--- src/rtl/ram_bus_master_pkg.sv ---
// ============================================================================
// ram_bus_master_pkg : shared state encoding and RAM bus widths
// Revision 1.0 - initial release
// ============================================================================
`default_nettype none

package ram_bus_master_pkg;

  localparam int ADDR_W = 15;
  localparam int DATA_W = 8;
  localparam int WAIT_W = 4;

  typedef enum logic [2:0] {
    IDLE   = 3'd0,
    SETUP  = 3'd1,
    STROBE = 3'd2,
    HOLD   = 3'd3,
    RESP   = 3'd4
  } state_t;

endpackage

`default_nettype wire

--- src/rtl/ram_bus_master_if.sv ---
// ============================================================================
// ram_bus_master_if : CPU request/response and RAM strobe bus bundle
// Revision 1.0 - initial release
// ============================================================================
`default_nettype none

interface ram_bus_master_if
  import ram_bus_master_pkg::*;
#(
  parameter int ADDR_W = ram_bus_master_pkg::ADDR_W,
  parameter int DATA_W = ram_bus_master_pkg::DATA_W
);

  logic              req_valid;
  logic              req_ready;
  logic              req_write;
  logic [ADDR_W-1:0] req_addr;
  logic [DATA_W-1:0] req_wdata;

  logic              rsp_valid;
  logic              rsp_ready;
  logic [DATA_W-1:0] rsp_rdata;
  logic              rsp_write;

  logic [ADDR_W-1:0] adress_bus;
  logic [DATA_W-1:0] date_out;
  logic              date_oe;
  logic [DATA_W-1:0] date_in;
  logic              r;
  logic              w;

  modport master (
    input  req_valid, req_write, req_addr, req_wdata, rsp_ready, date_in,
    output req_ready, rsp_valid, rsp_rdata, rsp_write,
    output adress_bus, date_out, date_oe, r, w
  );

  modport slave (
    output req_valid, req_write, req_addr, req_wdata, rsp_ready, date_in,
    input  req_ready, rsp_valid, rsp_rdata, rsp_write,
    input  adress_bus, date_out, date_oe, r, w
  );

endinterface

`default_nettype wire

--- src/rtl/ram_bus_master.sv ---
// ============================================================================
// ram_bus_master : single-outstanding CPU-to-async-RAM strobe sequencer
// Revision 1.0 - initial release
// ============================================================================
`default_nettype none

module ram_bus_master #(
  parameter int ADDR_W      = ram_bus_master_pkg::ADDR_W,
  parameter int DATA_W      = ram_bus_master_pkg::DATA_W,
  parameter int WAIT_STATES = 1
) (
  input  logic             clk,
  input  logic             rst_n,
  ram_bus_master_if.master bus
);

  import ram_bus_master_pkg::*;

  localparam logic [WAIT_W-1:0] WAIT_INIT = WAIT_W'(WAIT_STATES);

  state_t            state;
  state_t            state_nxt;
  logic [WAIT_W-1:0] wait_cnt;
  logic              alive;
  logic              is_write;
  logic [ADDR_W-1:0] addr_q;
  logic [DATA_W-1:0] wdata_q;
  logic [DATA_W-1:0] rdata_q;

  logic              ready;
  logic              accept;
  logic              rd_stb;
  logic              wr_stb;
  logic              oe;
  logic              rsp_vld;

  // alive keeps req_ready low until the first edge after reset release
  assign accept = bus.req_valid && ready;

  always_ff @(posedge clk or negedge rst_n) begin
    if (!rst_n) begin
      state <= IDLE;
    end else begin
      state <= state_nxt;
    end
  end

  always_comb begin
    state_nxt = state;
    ready     = 1'b0;
    rd_stb    = 1'b0;
    wr_stb    = 1'b0;
    oe        = 1'b0;
    rsp_vld   = 1'b0;
    case (state)
      IDLE: begin
        ready = alive;
        if (accept) state_nxt = SETUP;
      end
      SETUP: begin
        oe        = is_write;
        state_nxt = STROBE;
      end
      STROBE: begin
        oe     = is_write;
        rd_stb = !is_write;
        wr_stb = is_write;
        if (wait_cnt == '0) state_nxt = HOLD;
      end
      HOLD: begin
        oe        = is_write;
        state_nxt = RESP;
      end
      RESP: begin
        rsp_vld = 1'b1;
        if (bus.rsp_ready) state_nxt = IDLE;
      end
      default: state_nxt = IDLE;
    endcase
  end

  always_ff @(posedge clk or negedge rst_n) begin
    if (!rst_n) begin
      alive    <= 1'b0;
      is_write <= 1'b0;
      addr_q   <= '0;
      wdata_q  <= '0;
      rdata_q  <= '0;
      wait_cnt <= '0;
    end else begin
      alive <= 1'b1;
      if (accept) begin
        addr_q   <= bus.req_addr;
        is_write <= bus.req_write;
        // write data only moves when date_oe is about to rise
        if (bus.req_write) wdata_q <= bus.req_wdata;
      end
      case (state)
        SETUP: wait_cnt <= WAIT_INIT;
        STROBE: begin
          if (wait_cnt != '0) begin
            wait_cnt <= wait_cnt - WAIT_W'(1);
          end else if (!is_write) begin
            rdata_q <= bus.date_in;
          end
        end
        default: ;
      endcase
    end
  end

  assign bus.req_ready  = ready;
  assign bus.rsp_valid  = rsp_vld;
  assign bus.rsp_rdata  = rdata_q;
  assign bus.rsp_write  = is_write;
  assign bus.adress_bus = addr_q;
  assign bus.date_out   = wdata_q;
  assign bus.date_oe    = oe;
  assign bus.r          = rd_stb;
  assign bus.w          = wr_stb;

endmodule

`default_nettype wire

--- src/flat_wrapper.sv ---
// flat-port wrapper written by rule: the top's interface ports become plain ports
module ram_bus_master_flat import ram_bus_master_pkg::*;
#(
  parameter int ADDR_W      = ram_bus_master_pkg::ADDR_W,
  parameter int DATA_W      = ram_bus_master_pkg::DATA_W,
  parameter int WAIT_STATES = 1
)
  (clk, rst_n, bus_req_valid, bus_req_write, bus_req_addr, bus_req_wdata, bus_rsp_ready, bus_date_in, bus_req_ready, bus_rsp_valid, bus_rsp_rdata, bus_rsp_write, bus_adress_bus, bus_date_out, bus_date_oe, bus_r, bus_w);
  ram_bus_master_if #(.ADDR_W(ADDR_W), .DATA_W(DATA_W)) bus_i ();
  input  logic clk;
  input  logic rst_n;
  input wire logic [$bits(bus_i.req_valid)-1:0] bus_req_valid;
  input wire logic [$bits(bus_i.req_write)-1:0] bus_req_write;
  input wire logic [$bits(bus_i.req_addr)-1:0] bus_req_addr;
  input wire logic [$bits(bus_i.req_wdata)-1:0] bus_req_wdata;
  input wire logic [$bits(bus_i.rsp_ready)-1:0] bus_rsp_ready;
  input wire logic [$bits(bus_i.date_in)-1:0] bus_date_in;
  output wire logic [$bits(bus_i.req_ready)-1:0] bus_req_ready;
  output wire logic [$bits(bus_i.rsp_valid)-1:0] bus_rsp_valid;
  output wire logic [$bits(bus_i.rsp_rdata)-1:0] bus_rsp_rdata;
  output wire logic [$bits(bus_i.rsp_write)-1:0] bus_rsp_write;
  output wire logic [$bits(bus_i.adress_bus)-1:0] bus_adress_bus;
  output wire logic [$bits(bus_i.date_out)-1:0] bus_date_out;
  output wire logic [$bits(bus_i.date_oe)-1:0] bus_date_oe;
  output wire logic [$bits(bus_i.r)-1:0] bus_r;
  output wire logic [$bits(bus_i.w)-1:0] bus_w;
  assign bus_i.req_valid = bus_req_valid;
  assign bus_i.req_write = bus_req_write;
  assign bus_i.req_addr = bus_req_addr;
  assign bus_i.req_wdata = bus_req_wdata;
  assign bus_i.rsp_ready = bus_rsp_ready;
  assign bus_i.date_in = bus_date_in;
  assign bus_req_ready = bus_i.req_ready;
  assign bus_rsp_valid = bus_i.rsp_valid;
  assign bus_rsp_rdata = bus_i.rsp_rdata;
  assign bus_rsp_write = bus_i.rsp_write;
  assign bus_adress_bus = bus_i.adress_bus;
  assign bus_date_out = bus_i.date_out;
  assign bus_date_oe = bus_i.date_oe;
  assign bus_r = bus_i.r;
  assign bus_w = bus_i.w;
  ram_bus_master #(.ADDR_W(ADDR_W), .DATA_W(DATA_W), .WAIT_STATES(WAIT_STATES)) u_core (.clk(clk), .rst_n(rst_n), .bus(bus_i));
endmodule
--- config.mk ---
export PLATFORM = sky130hd
export DESIGN_NAME = ram_bus_master_flat
export DESIGN_NICKNAME = d
export VERILOG_FILES = /design/src/rtl/ram_bus_master_pkg.sv /design/src/rtl/ram_bus_master_if.sv /design/src/rtl/ram_bus_master.sv /design/src/flat_wrapper.sv
export SDC_FILE = /design/constraint.sdc
export NUM_CORES = 1
export LEC_CHECK = 0
export CORE_ASPECT_RATIO = 1.25
export CORE_MARGIN = 5
export CORE_UTILIZATION = 42
export DETAILED_ROUTE_END_ITERATION = 12
export PLACE_DENSITY = 0.79
export REMOVE_ABC_BUFFERS = 1
export SLEW_MARGIN = 40
export SYNTH_ARGS = -nofsm -noshare
export SYNTH_HDL_FRONTEND = slang
export SYNTH_SLANG_ARGS = --single-unit
--- constraint.sdc ---
create_clock -name clk -period 1.9 [get_ports clk]
set_clock_uncertainty 0.15 [all_clocks]
set_input_delay 0.38 -clock clk [delete_from_list [all_inputs] [get_ports clk]]
set_output_delay 0.38 -clock clk [all_outputs]
set_load 0.005 [all_outputs]
==> results_dict.tcl <==
set metrics [dict create \
    fin_nets 251 \
    crit_path_max_incr_delay_ns 0.44 \
    critPathBufInv 2 \
    worstHoldPathCells 1 \
    irDropWorstVdd_uv 759 \
    die_area_um2 5520 \
    layout_common_cells "66 x clkdlybuf4s50_1, 37 x dfrtp_1, 22 x mux2_2, 10 x buf_4, 9 x mux2_4" \
    hp-start "u_core.bus.rsp_rdata[5]" \
    antenna_found_initial 0 \
    post-route-period-util_pct 99.1 \
    synth.avg_cell_area_um2 14.1 \
    yosys.area_share.adder_pct 1.44 \
    outcome "completed" \
    fin_crit_ns 1.88 \
    cts-buffers-inserted 5 \
    std_cell_rows 26 \
    syn_to_final_growth_pct 60.2 \
    vias 1331 \
    crit_chain "buf_6, nor4b_4, buf_2" \
    grt_start_max_net_pins 22 \
    core-area_um2 4030 \
    p_seq_share_pct 35.8 \
    dr.pass1.iters 5 \
    hp-class "reg -> reg" \
    p_sw_mw 1.33 \
    clk_pin_slew_ns 0.08 \
    finalInstanceArea_um2 2780 \
    final_common_cell "clkdlybuf4s50_1" \
    netlist_area_um2 1730 \
    rsz0062_at_grt "true" \
    cp-end-kind "output port" \
    synth_top_family_by_area "multiplexers" \
    synth_xor_area_share_pct 0.505 \
    muxShareOfSynthArea_pct 21.9 \
    p_sw_share_pct 30.7 \
    required_ns 1.37 \
    rrSetupSlack_ns 0.05 \
    avgRoutedWirePerCell_um 16.3 \
    synth-seq-area-share_pct 57.8 \
    slew_violations 0 \
    dp_hpwl_mm 3.31 \
    p_leak_nw 1.23 \
    setup_viol 0 \
    max_freq_mhz 531 \
    min_to "u_core.bus.rsp_rdata[5]" \
    drc_errors 0 \
    cp-start-kind "register" \
    track_usage_pct 17.3 \
    path_max_fanout 3 \
    fillers 306 \
    clockBufferDepth 2 \
    vias_per_cell 4.93 \
    syn_inst 123 \
    timing.rr.start "u_core.state[1]" \
    grt_pass1_wl_mm 7.13 \
    p_total_mw 4.33 \
    die_x_um 67.5 \
    synthSimpleGateAreaFrac_pct 10.8 \
    p_per_area_nw_per_um2 1560 \
    critPathArrivalTime_ns 1.35 \
    routabilityCongestion 0.779 \
    hold_viol 0 \
    grt_pass1_vias 1528 \
    dp_cells 255 \
    crit_cells 3 \
    layout-drive-gt1-share_pct 33.6 \
    cap_viol_max_count 0 \
    drt_iter0_drc 77 \
    final_core_util_pct 68.8 \
    post_dp_cell_area_um2 2580 \
    h-tree-depth 2 \
    die_y_um 81.8 \
    ant_nets 0 \
    worst_r2r_path_depth 5 \
    whs_ns 0.358 \
    pwr-share-comb_pct 50.9 \
    n_antenna_cell 0 \
    clkLatencyLatePin_ns 0.29 \
    cts-root-buf "clkbuf_8" \
    r2r_end "u_core.bus.date_out[4]" \
    ys_ff_latch 40 \
    yosys_warnings 0 \
    cpMaxStageDelayCell "dfrtp_2" \
    grt-ovfl-total 0 \
    synth_compound_area_share_pct 4.33 \
    cpLargestDelayFamily "flip-flops" \
    numPortBuffers 72 \
    start_util_pct 43.0 \
    synth_cell_type_count 32 \
    p_int_mw 3.00 \
    ios 73 \
    clock_power_share_pct 13.2 \
    fin_cells 270 \
    cts.sinks 40 \
    routed_wl_mm 4.39 \
    cts_tree "built" \
    critPathKind "reg -> out" \
]
## cells in the mapped netlist
master	instances	area, um^2
a211oi_1	1	7.51
a21o_1	2	15.0
a21oi_1	1	5.00
a32oi_1	1	8.76
and3_1	1	6.26
buf_2	1	5.00
buf_6	2	22.5
clkbuf_1	2	7.51
conb_1	1	3.75
dfrtp_1	40	1000
ha_1	2	25.0
inv_1	5	18.8
mux2_2	23	259
mux2_4	8	120
nand2_1	3	11.3
nand2_2	1	6.26
nand2_4	1	11.3
nand2b_1	3	18.8
nand3_1	4	20.0
nor2_1	3	11.3
nor3_1	1	5.00
nor3b_1	2	15.0
nor3b_2	1	12.5
nor4_1	1	6.26
nor4b_1	1	8.76
nor4b_2	1	15.0
nor4b_4	1	23.8
o211ai_1	1	7.51
o21ai_0	5	25.0
o22ai_1	1	6.26
or4_1	2	15.0
xnor2_1	1	8.76
## layer usage
layer | vias to the layer above | GRT usage [%] | part of all wire, % | wire length, um
met5 | - | 0 | 0 | 0
met1 | 668 | 18.4 | 34 | 1500
met2 | 46 | 32.0 | 58 | 2560
li1 | 609 | - | - | -
met4 | 0 | 5.27 | 1.3 | 58
met3 | 8 | 5.75 | 6.2 | 271
## repair_timing
action,CTS,global route
hold buffers,1,0
hold endpoints to repair,19,0
pin swaps,1,2
endpoints found under the setup margin,13,22
cloned,0,0
gates resized for setup,17,13
setup buffers,4,2
## worst reg2reg max path, delay by kind of cell (launching register included)
family	cells	cell delay, ns
and+or+nand+nor	2	0.52
DFF	1	0.44
buffers and inverters	2	0.28
muxes	1	0.35
## power by group through the flow
stage | sequential (mW) | combinational (mW) | clock, mW
detailed placement | 1.57 | 2.04 | 0
floorplan | 1.58 | 0.784 | 0
CTS | 1.55 | 2.13 | 0.591
global route | 1.61 | 2.37 | 0.638
finish | 1.55 | 2.21 | 0.574
global placement | 1.53 | 1.96 | 0
## flip-flops by register name (all words and copies together), names as in the netlist
name,cells
u_core.bus.date_out,8
u_core.bus.adress_bus,15
u_core.bus.rsp_rdata,8
u_core.wait_cnt,4
u_core.alive,1
u_core.state,3
u_core.bus.rsp_write,1
## cell families (layout without fill, tap and decap cells)
kind of cell	Yosys count	count (layout)
compound gates	12	12
xor+xnor	1	1
fa+ha+maj	2	2
buf+inv	10	101
flops	40	40
mux	31	31
other cells	1	1
simple gates	26	26
## area by class of cell
class                      instances  area, um^2  area share [%]
multi-input combinational         73         732            26.4
tap                               56        70.1            2.52
clock inverter                     2        10.0           0.361
timing repair buffer              88         858            30.9
clock buffer                       6        82.6            2.97
sequential                        40        1000            36.2
inverter                           5        18.8           0.676
## stage by stage
| stage | setup TNS [ns] | setup WS [ns] |
|---|---|---|
| global route | -0.281 | -0.0640 |
| floorplan | -0.0612 | -0.00765 |
| finish | 0 | 0.0171 |
| detailed placement | -0.496 | -0.0995 |
| global placement | -0.0593 | -0.0408 |
| CTS | -0.133 | -0.0517 |
## worst max-delay path by stage
stage / slack (ns) / startpoint / endpoint
2_1_floorplan: -0.008 / u_core.state[0] / u_core.bus.date_out[0]
3_3_place_gp: -0.04 / u_core.state[1] / bus_req_ready
3_5_place_dp: -0.1 / u_core.state[1] / bus_rsp_valid
4_1_cts: -0.05 / u_core.state[0] / bus_req_ready
5_1_grt: -0.06 / u_core.state[0] / bus_req_ready
6_report: 0.02 / u_core.state[1] / bus_req_ready
(Power assumes the default switching activity.)
